<file path="src/rtl/cv_mem_mapper_if.sv">
// ----------------------------------------------------------------------------
// cv_mem_mapper_if
//   Z80-side bus bundle for the ColecoVision cartridge/SGM memory mapper.
//   master : CPU side, drives mode, address, data, page mask and strobes.
//   slave  : mapper side, returns ROM page, chip enables and SGM state bits.
//   Parameter PAGE_W : ROM page number width in 16 KB units.
// ----------------------------------------------------------------------------
interface cv_mem_mapper_if #(
    parameter int PAGE_W = 6
);
    logic [1:0]        mode_i;
    logic [15:0]       a_i;
    logic [7:0]        d_i;
    logic [PAGE_W-1:0] cart_pages_i;
    logic              mreq_n_i;
    logic              iorq_n_i;
    logic              rd_n_i;
    logic              wr_n_i;
    logic              rfsh_n_i;
    logic [PAGE_W-1:0] rom_page_o;
    logic              rom_ce_n_o;
    logic              bios_ce_n_o;
    logic              ram_ce_n_o;
    logic              bios_en_o;
    logic              upper_ram_en_o;

    modport master (
        output mode_i, a_i, d_i, cart_pages_i,
               mreq_n_i, iorq_n_i, rd_n_i, wr_n_i, rfsh_n_i,
        input  rom_page_o, rom_ce_n_o, bios_ce_n_o, ram_ce_n_o,
               bios_en_o, upper_ram_en_o
    );

    modport slave (
        input  mode_i, a_i, d_i, cart_pages_i,
               mreq_n_i, iorq_n_i, rd_n_i, wr_n_i, rfsh_n_i,
        output rom_page_o, rom_ce_n_o, bios_ce_n_o, ram_ce_n_o,
               bios_en_o, upper_ram_en_o
    );
endinterface

</file>
<file path="src/rtl/cv_mem_mapper.sv">
// ----------------------------------------------------------------------------
// cv_mem_mapper
//   ColecoVision memory mapper: BIOS/RAM/ROM chip-enable decode plus the
//   MegaCart (mode 1) and Sega (mode 2) cartridge bank registers.
//   Modes 0 and 3 are plain Coleco (32 KB cart at 8000-FFFF).
//
//   Ports:
//     clk_i      system clock
//     reset_n_i  synchronous active-low reset
//     bus        cv_mem_mapper_if.slave (Z80 strobes/address/data in,
//                rom page, chip enables and SGM state out)
//   Parameters:
//     PAGE_W     ROM page width in 16 KB units (<= 8)
//     SEGA_BANKS number of Sega slot registers, 1..3
//   Build option:
//     CV_SGM_EN  adds the port-53 upper-RAM enable (Super Game Module);
//                without it upper_ram_en is tied low.
// ----------------------------------------------------------------------------
module cv_mem_mapper #(
    parameter int PAGE_W     = 6,
    parameter int SEGA_BANKS = 3
) (
    input logic              clk_i,
    input logic              reset_n_i,
    cv_mem_mapper_if.slave   bus
);
    logic                   mem_acc;
    logic                   io_wr;
    logic                   mc_mode;
    logic                   sega_mode;
    logic [PAGE_W-1:0]      mc_page_q;
    logic                   bios_en_q;
    logic                   upper_ram_en_q;
    logic [3:0][PAGE_W-1:0] slot_page;
    logic [PAGE_W-1:0]      page;

    // Refresh cycles drive mreq low too; they are not accesses.
    assign mem_acc   = !bus.mreq_n_i && bus.rfsh_n_i;
    assign io_wr     = !bus.iorq_n_i && !bus.wr_n_i && bus.mreq_n_i;
    assign mc_mode   = (bus.mode_i == 2'd1);
    assign sega_mode = (bus.mode_i == 2'd2);

    always_ff @(posedge clk_i) begin
        if (!reset_n_i) begin
            mc_page_q <= '0;
            bios_en_q <= 1'b1;
        end else begin
            // MegaCart: any read in FFC0-FFFF selects the page from a_i[5:0].
            // The width cast zero-fills when PAGE_W exceeds the 6 address bits.
            if (mc_mode && mem_acc && !bus.rd_n_i && (bus.a_i[15:6] == 10'h3FF))
                mc_page_q <= PAGE_W'(bus.a_i[5:0]) & bus.cart_pages_i;
            // Sega carts have no Coleco BIOS; keep it switched out.
            if (sega_mode)
                bios_en_q <= 1'b0;
            else if (io_wr && (bus.a_i[7:0] == 8'h7F))
                bios_en_q <= bus.d_i[1];
        end
    end

`ifdef CV_SGM_EN
    always_ff @(posedge clk_i) begin
        if (!reset_n_i)
            upper_ram_en_q <= 1'b0;
        else if (!sega_mode && io_wr && (bus.a_i[7:0] == 8'h53))
            upper_ram_en_q <= bus.d_i[0];
    end
`else
    assign upper_ram_en_q = 1'b0;
`endif

    // Sega slot registers; slots without a register map to a fixed page
    // equal to the slot index.
    for (genvar g = 0; g < 4; g++) begin : g_slot
        if (g < SEGA_BANKS) begin : g_reg
            logic [PAGE_W-1:0] bank_q;
            always_ff @(posedge clk_i) begin
                if (!reset_n_i)
                    bank_q <= PAGE_W'(g);
                else if (sega_mode && mem_acc && !bus.wr_n_i &&
                         (bus.a_i == 16'hFFFD + 16'(g)))
                    bank_q <= PAGE_W'(bus.d_i);
            end
            assign slot_page[g] = bank_q;
        end else begin : g_fixed
            assign slot_page[g] = PAGE_W'(g);
        end
    end

    always_comb begin
        page             = '0;
        bus.rom_ce_n_o   = 1'b1;
        bus.bios_ce_n_o  = 1'b1;
        bus.ram_ce_n_o   = 1'b1;

        if (sega_mode)
            page = slot_page[bus.a_i[15:14]] & bus.cart_pages_i;
        else if (mc_mode)
            page = bus.a_i[14] ? mc_page_q : bus.cart_pages_i;
        else
            page = PAGE_W'(bus.a_i[14]) & bus.cart_pages_i;

        if (mem_acc) begin
            if (sega_mode) begin
                if (bus.a_i[15:14] == 2'b11) bus.ram_ce_n_o = 1'b0;
                else                         bus.rom_ce_n_o = 1'b0;
            end else if (bus.a_i[15:13] == 3'b000) begin
                if (bios_en_q) bus.bios_ce_n_o = 1'b0;
                else           bus.ram_ce_n_o  = 1'b0;
            end else if (!bus.a_i[15]) begin
                bus.ram_ce_n_o = 1'b0;
            end else if (upper_ram_en_q) begin
                bus.ram_ce_n_o = 1'b0;
            end else begin
                bus.rom_ce_n_o = 1'b0;
            end
        end
    end

    assign bus.rom_page_o     = page;
    assign bus.bios_en_o      = bios_en_q;
    assign bus.upper_ram_en_o = upper_ram_en_q;
endmodule

</file>
<file path="src/flat_wrapper.sv">
// flat-port wrapper written by rule: the top's interface ports become plain ports
module cv_mem_mapper_flat 
#(
    parameter int PAGE_W     = 6,
    parameter int SEGA_BANKS = 3
)
  (clk_i, reset_n_i, bus_mode_i, bus_a_i, bus_d_i, bus_cart_pages_i, bus_mreq_n_i, bus_iorq_n_i, bus_rd_n_i, bus_wr_n_i, bus_rfsh_n_i, bus_rom_page_o, bus_rom_ce_n_o, bus_bios_ce_n_o, bus_ram_ce_n_o, bus_bios_en_o, bus_upper_ram_en_o);
  cv_mem_mapper_if #(.PAGE_W(PAGE_W)) bus_i ();
  input logic clk_i;
  input logic reset_n_i;
  input wire logic [$bits(bus_i.mode_i)-1:0] bus_mode_i;
  input wire logic [$bits(bus_i.a_i)-1:0] bus_a_i;
  input wire logic [$bits(bus_i.d_i)-1:0] bus_d_i;
  input wire logic [$bits(bus_i.cart_pages_i)-1:0] bus_cart_pages_i;
  input wire logic [$bits(bus_i.mreq_n_i)-1:0] bus_mreq_n_i;
  input wire logic [$bits(bus_i.iorq_n_i)-1:0] bus_iorq_n_i;
  input wire logic [$bits(bus_i.rd_n_i)-1:0] bus_rd_n_i;
  input wire logic [$bits(bus_i.wr_n_i)-1:0] bus_wr_n_i;
  input wire logic [$bits(bus_i.rfsh_n_i)-1:0] bus_rfsh_n_i;
  output wire logic [$bits(bus_i.rom_page_o)-1:0] bus_rom_page_o;
  output wire logic [$bits(bus_i.rom_ce_n_o)-1:0] bus_rom_ce_n_o;
  output wire logic [$bits(bus_i.bios_ce_n_o)-1:0] bus_bios_ce_n_o;
  output wire logic [$bits(bus_i.ram_ce_n_o)-1:0] bus_ram_ce_n_o;
  output wire logic [$bits(bus_i.bios_en_o)-1:0] bus_bios_en_o;
  output wire logic [$bits(bus_i.upper_ram_en_o)-1:0] bus_upper_ram_en_o;
  assign bus_i.mode_i = bus_mode_i;
  assign bus_i.a_i = bus_a_i;
  assign bus_i.d_i = bus_d_i;
  assign bus_i.cart_pages_i = bus_cart_pages_i;
  assign bus_i.mreq_n_i = bus_mreq_n_i;
  assign bus_i.iorq_n_i = bus_iorq_n_i;
  assign bus_i.rd_n_i = bus_rd_n_i;
  assign bus_i.wr_n_i = bus_wr_n_i;
  assign bus_i.rfsh_n_i = bus_rfsh_n_i;
  assign bus_rom_page_o = bus_i.rom_page_o;
  assign bus_rom_ce_n_o = bus_i.rom_ce_n_o;
  assign bus_bios_ce_n_o = bus_i.bios_ce_n_o;
  assign bus_ram_ce_n_o = bus_i.ram_ce_n_o;
  assign bus_bios_en_o = bus_i.bios_en_o;
  assign bus_upper_ram_en_o = bus_i.upper_ram_en_o;
  cv_mem_mapper #(.PAGE_W(PAGE_W), .SEGA_BANKS(SEGA_BANKS)) u_core (.clk_i(clk_i), .reset_n_i(reset_n_i), .bus(bus_i));
endmodule
</file>
<file path="config.mk">
export PLATFORM = sky130hd
export DESIGN_NAME = cv_mem_mapper_flat
export DESIGN_NICKNAME = d
export VERILOG_FILES = /design/src/rtl/cv_mem_mapper_if.sv /design/src/rtl/cv_mem_mapper.sv /design/src/flat_wrapper.sv
export SDC_FILE = /design/constraint.sdc
export NUM_CORES = 1
export LEC_CHECK = 0
export CAP_MARGIN = 10
export CORE_ASPECT_RATIO = 0.5
export CORE_MARGIN = 3
export CORE_UTILIZATION = 49
export DETAILED_ROUTE_END_ITERATION = 10
export PLACE_DENSITY_LB_ADDON = 0.1
export SETUP_SLACK_MARGIN = 0.5
export SLEW_MARGIN = 20
export SYNTH_ARGS = -nofsm -noshare
export SYNTH_HDL_FRONTEND = slang
export SYNTH_SLANG_ARGS = --single-unit
</file>
<file path="constraint.sdc">
create_clock -name clk_i -period 4.74 [get_ports clk_i]
set_clock_uncertainty 0.1 [all_clocks]
set_input_delay 0.948 -clock clk_i [delete_from_list [all_inputs] [get_ports clk_i]]
set_output_delay 0.948 -clock clk_i [all_outputs]
set_load 0.01 [all_outputs]
</file>
# [After elaboration in Yosys (flattened, before gate mapping)]
# Cells that the tools add are included.
[classes] magnitude_cmp=1 eq_ne=8 n_mux=22 n_bitwise=3 reduce_logical=18
[op_table] operator="$eq A16 B16 Y1 const B" count=3
[op_table] operator="$mux W6" count=4
[op_table] operator="$mux W1" count=17
[op_table] operator="$and A6 B6 Y6" count=2
[op_table] operator="$bmux W6 S2" count=1
[op_table] operator="$logic_and A1 B1 Y1" count=12
[op_table] operator="$eq A10 B10 Y1 const B" count=1
[op_table] operator="$eq A8 B7 Y1 const B" count=1
[op_table] operator="$and A1 B6 Y6" count=1
[op_table] operator="$eq A2 B2 Y1 const B" count=2
[op_table] operator="$logic_not A1 Y1" count=4
[op_table] operator="$logic_not A3 Y1" count=1
[op_table] operator="$lt A2 B3 Y1 const B" count=1
[op_table] operator="$eq A2 B1 Y1 const B" count=1
[op_table] operator="$reduce_bool A2 Y1" count=1
[word_totals] regBits=25 in_bits=39 output_inout_bits=11

# [Longest topological paths before layout]
[logic_depth] depth_word=6 depth_mapped=6 depth_no_buf=4

# [Worst setup path before layout]
# OpenSTA, ideal clock, no wires.
[synth_path] path_kind="in2out" start="input bus_a_i[15]" end="output bus_rom_page_o[1]" arrival_time_ns=1.972 required_ns=3.692 setup_slack_ns=1.720 cell_stages=5 cell_sequence="buf_2 -> mux2_2 -> o221ai_1 -> o21ai_0 -> a32o_1"
[synth_via] elab_chain_len=4
[synth_lines] element="start, declared" line_no="flat_wrapper.sv:12" source="input wire logic [$bits(bus_i.a_i)-1:0] bus_a_i;"
[synth_lines] element="$bmux W6 S2" line_no="cv_mem_mapper.sv:96" source="page = slot_page[bus.a_i[15:14]] & bus.cart_pages_i;"
[synth_lines] element="$mux W6 (implied by the code)" line_no="cv_mem_mapper.sv:96"
[synth_lines] element="$and A6 B6 Y6" line_no="cv_mem_mapper.sv:96"
[synth_lines] element="$mux W6" line_no="cv_mem_mapper.sv:95" source="if (sega_mode)"
[synth_lines] element="end, declared" line_no="flat_wrapper.sv:20" source="output wire logic [$bits(bus_i.rom_page_o)-1:0] bus_rom_page_o;"
# Every way passes these cells. The select of a mux whose other input is x is not followed.

# [Final worst setup path]
[layout_path] start="input bus_a_i[14]" end="output bus_rom_page_o[4]"
[layout_via] elab_chain_len=4 word_cells_on_any_way=6
[layout_lines] element="$bmux W6 S2" line_no="cv_mem_mapper.sv:96"
[layout_lines] element="$mux W6 (implied by the code)" line_no="cv_mem_mapper.sv:96"
[layout_lines] element="$and A6 B6 Y6" line_no="cv_mem_mapper.sv:96"
[layout_lines] element="$mux W6 (*)" line_no="cv_mem_mapper.sv:95"
# Mark *: on every way between the ends. The rest lies on a longest branch, timed or not. The select of a mux whose other input is x is not followed.

==> metrics.md <==
| Metric | Value |
|---|---|
| Number of stages on the worst hold path | 2 |
| Wire length of the first global-routing pass | between 6000 and 7000 um |
| Port Buffers | 46 |
| Transition time at the pin with the least slew margin | around 0.54 ns |
| Layout cell share with drive strength beyond 1 | roughly a tenth |
| Number of placement rows | 13 |
| Register-to-register path setup slack | between 3 and 4 ns |
| Post-synth net total | about 200 |
| Area of the die | between 3000 and 4000 um2 |
| Proportion of synthesized flip-flops having asynchronous set or reset | 0% |
| Relative area change from synthesis to final layout | 32.4% |
| Clock root buffer master | sky130_fd_sc_hd__clkbuf_8 |
| Worst flop-to-flop path startpoint | u_core.g_slot[1].g_reg.bank_q[0] |
| Area inside the core boundary | ~2700 um2 |
| #FFs+latches synth | 25 |
| Max Fclk | roughly 250 MHz |
| Final Cycle Share | between 80% and 90% |
| RSZ-0062 raised after global routing | false |
| CTS tree | done |
| Number of enable-type register cells in the synthesized netlist | 0 |
| Average via count per standard cell | roughly 5.5 |
| Count of fill cells added during filler insertion | between 200 and 250 |
| Placed wire-length estimate | around 2800 um |
| Worst relative slew slack | a little under two thirds |
| Cell Area, Synth | approximately 1500 um2 |
| Initial antenna violation count | 0 |
| Outcome | finished, final reports clean |
| Total global-route track usage | a little over a fifth |
| 1st-pass router iterations | 4 |
| Leakage | 0.000869 uW |
| Effective utilization at floorplan | a little over half |
| Via count of the first global-routing pass | between 1000 and 1500 |
| Final count of pins violating max slew | 0 |
| Critical path class | in2out |
| Reg2Reg Depth | 2 |
| Number of antenna-violating nets in the routed design | 0 |
| Clock tree sinks | 25 |
| Number of cells produced by synthesis | 162 |
| Hold-fix buffer count after cts | 0 |
| Horizontal extent of the die | approximately 84 um |
| Setup violators final | 0 |
| Sequential share of the synthesized area | approximately a third |
| Number of distinct standard cells referenced by the synthesized netlist | 42 |
| Post-synth top flop | sky130_fd_sc_hd__dfxtp_1 |
| Die H | around 45 um |
| Hold Fails Final Rpt | 0 |
| Overall routed net length | roughly 3700 um |
| Post-layout total power | roughly 420 uW |
| Final routed wire length divided by cell count | between 15 and 20 um |
| Arrival time of the worst setup path | 3.01 ns |
| Total Nets Final | 244 |
| Summed negative setup slack over all endpoints | 0 ns |
| Number of DRC markers in iteration 0 | 50 |
| Nature of the critical path startpoint | primary input |
| RePlAce Congestion | around 0.79 |
| Max VDD drop | ~0.18 mV |
| Total non-filler cell area in the finished layout | 1990 um2 |
| Placed insts | 237 |
| Endpoint of the lowest-slack register-to-register path | u_core.g_slot[1].g_reg.bank_q[0] |
| Clock insertion delay at the later pin of the skew report | between 0.2 and 0.3 ns |
| Pwr/cell area | about 210 nW/um2 |
| End point of the most critical hold path | u_core.g_slot[0].g_reg.bank_q[2] |
| Worst setup EP type | output pin |
| Clock transition at the registers of the reported paths | ~0.09 ns |
| Worst Path Max Fanout | 13 |
| Shortest clock period the worst path allows after layout | between 4 and 5 ns |
| Non-filler instance count after layout | 241 |
| Synth Warn # | 0 |
| Number of diodes added for antenna fixing | 0 |
| Total CTS buffers | 3 |
| Average size of a mapped cell | between 9 and 10 um2 |
| Worst EP required | between 3 and 4 ns |
| CTS HTree Levels | 1 |
| Overflow left after global routing | 0 |
| DRC Markers | 0 |
| Area post-placement | 1940 um2 |
| Worst hold-check path type | reg2reg |
| Largest net degree at the start of global routing | 34 |
| Critical hold path startpoint | u_core.g_slot[0].g_reg.bank_q[2] |
| Ports placed on the boundary | 50 |
| Max-Cap Viols | 0 |
| Vias after detailed routing | 1328 |
| Max Buffers Root-to-Sink | 2 |
-- critical path, cell delays in order --
cell	delay [ns]
sky130_fd_sc_hd__clkdlybuf4s50_1	0.74
sky130_fd_sc_hd__nor2b_1	0.32
sky130_fd_sc_hd__a2bb2oi_1	0.15
sky130_fd_sc_hd__o22ai_1	0.16
sky130_fd_sc_hd__a32o_1	0.15
sky130_fd_sc_hd__clkdlybuf4s50_1	0.53
-- placed cells by master, fill, tap and decap left out, types with 4 or more instances in the layout --
cell / n
sky130_fd_sc_hd__nand3_1: 8
sky130_fd_sc_hd__dfxtp_1: 25
sky130_fd_sc_hd__buf_4: 4
sky130_fd_sc_hd__nor2b_1: 10
sky130_fd_sc_hd__nand2_1: 23
sky130_fd_sc_hd__o21a_1: 6
sky130_fd_sc_hd__mux2i_1: 26
sky130_fd_sc_hd__o21ai_0: 5
sky130_fd_sc_hd__and3_1: 6
sky130_fd_sc_hd__clkdlybuf4s50_1: 44
-- flip-flops by register name (all words and copies together) (netlist names) --
register                    count
u_core.mc_page_q                6
u_core.g_slot.g_reg.bank_q     18
u_core.bus.bios_en_o            1
-- repair_timing --
action / 4_1_cts / 5_1_grt
endpoints found under the setup margin: 0 / 1
gates resized for setup: 0 / 1
setup buffers: 0 / 0
-- metal layers --
layer  global-route usage (%)  wire length, um
met2                     34.6             1600
met4                     2.88                0
met1                     30.0             1900
met3                     5.28              245
met5                        0                0
-- worst max-delay path by stage --
stage                      startpoint                end  slack (ns)  cells after the start
after floorplan           bus_a_i[15]  bus_rom_page_o[1]        1.72                      5
after global placement    bus_a_i[15]  bus_rom_page_o[4]        0.63                      7
after detailed placement  bus_a_i[15]  bus_rom_page_o[4]        0.60                      7
after CTS                 bus_a_i[15]  bus_rom_page_o[4]        0.60                      7
after global routing      bus_a_i[14]  bus_rom_page_o[4]        0.55                      6
final                     bus_a_i[14]  bus_rom_page_o[4]        0.68                      6
-- report_power, final --
part | internal, uW | switching, uW
Clock | 59.6 | 69.3
Combinational | 45.3 | 32.5
Sequential | 210 | 0.440
Total | 315 | 102
-- cells in the mapped netlist (all sizes together) (2+ instances only) --
library cell,number,share of area [%]
dfxtp,25,33
o21ai,5,1.7
mux2i,26,17
nand4,4,2.7
or4,2,1.5
o21a,6,3.0
clkbuf,4,2.3
nand2b,3,1.3
nor2b,11,4.8
and2b,4,2.3
mux2,2,1.5
nor2,2,0.50
o2bb2ai,3,1.8
buf,7,3.6
o221ai,2,1.2
a32o,3,2.0
and3,6,2.5
nand2,23,5.8
nand3,8,2.7
-- cell families after synthesis --
kind of cell    share of synthesized area [%]
compound gates                           11.7
xor+xnor                                0.584
buf+inv                                  6.51
flops                                    33.4
mux                                      18.8
other cells                             0.250
simple gates                             28.8
-- cell type report --
cell class / count / area, um2 / area share, %
multi-input cells: 125 / 902 / 45.4
flip-flops and latches: 25 / 500 / 25.2
repair buffers: 50 / 488 / 24.6
well taps: 37 / 46.3 / 2.33
clock buffers: 3 / 41.3 / 2.08
clock inverters: 1 / 7.51 / 0.378
-- through the flow --
| stage | hold WS [ns] | utilization, % | setup WS, ns |
|---|---|---|---|
| finish | 0.362 | 72.2 | 0.678 |
| global route | 0.382 | 72.2 | 0.546 |
| CTS | 0.365 | 72.3 | 0.605 |
| detailed placement | 0.352 | 70.6 | 0.599 |
| global placement | 0.345 | 70.6 | 0.625 |
| floorplan | 0.335 | - | 1.72 |
Note: power is estimated with default switching activity, not from simulation.
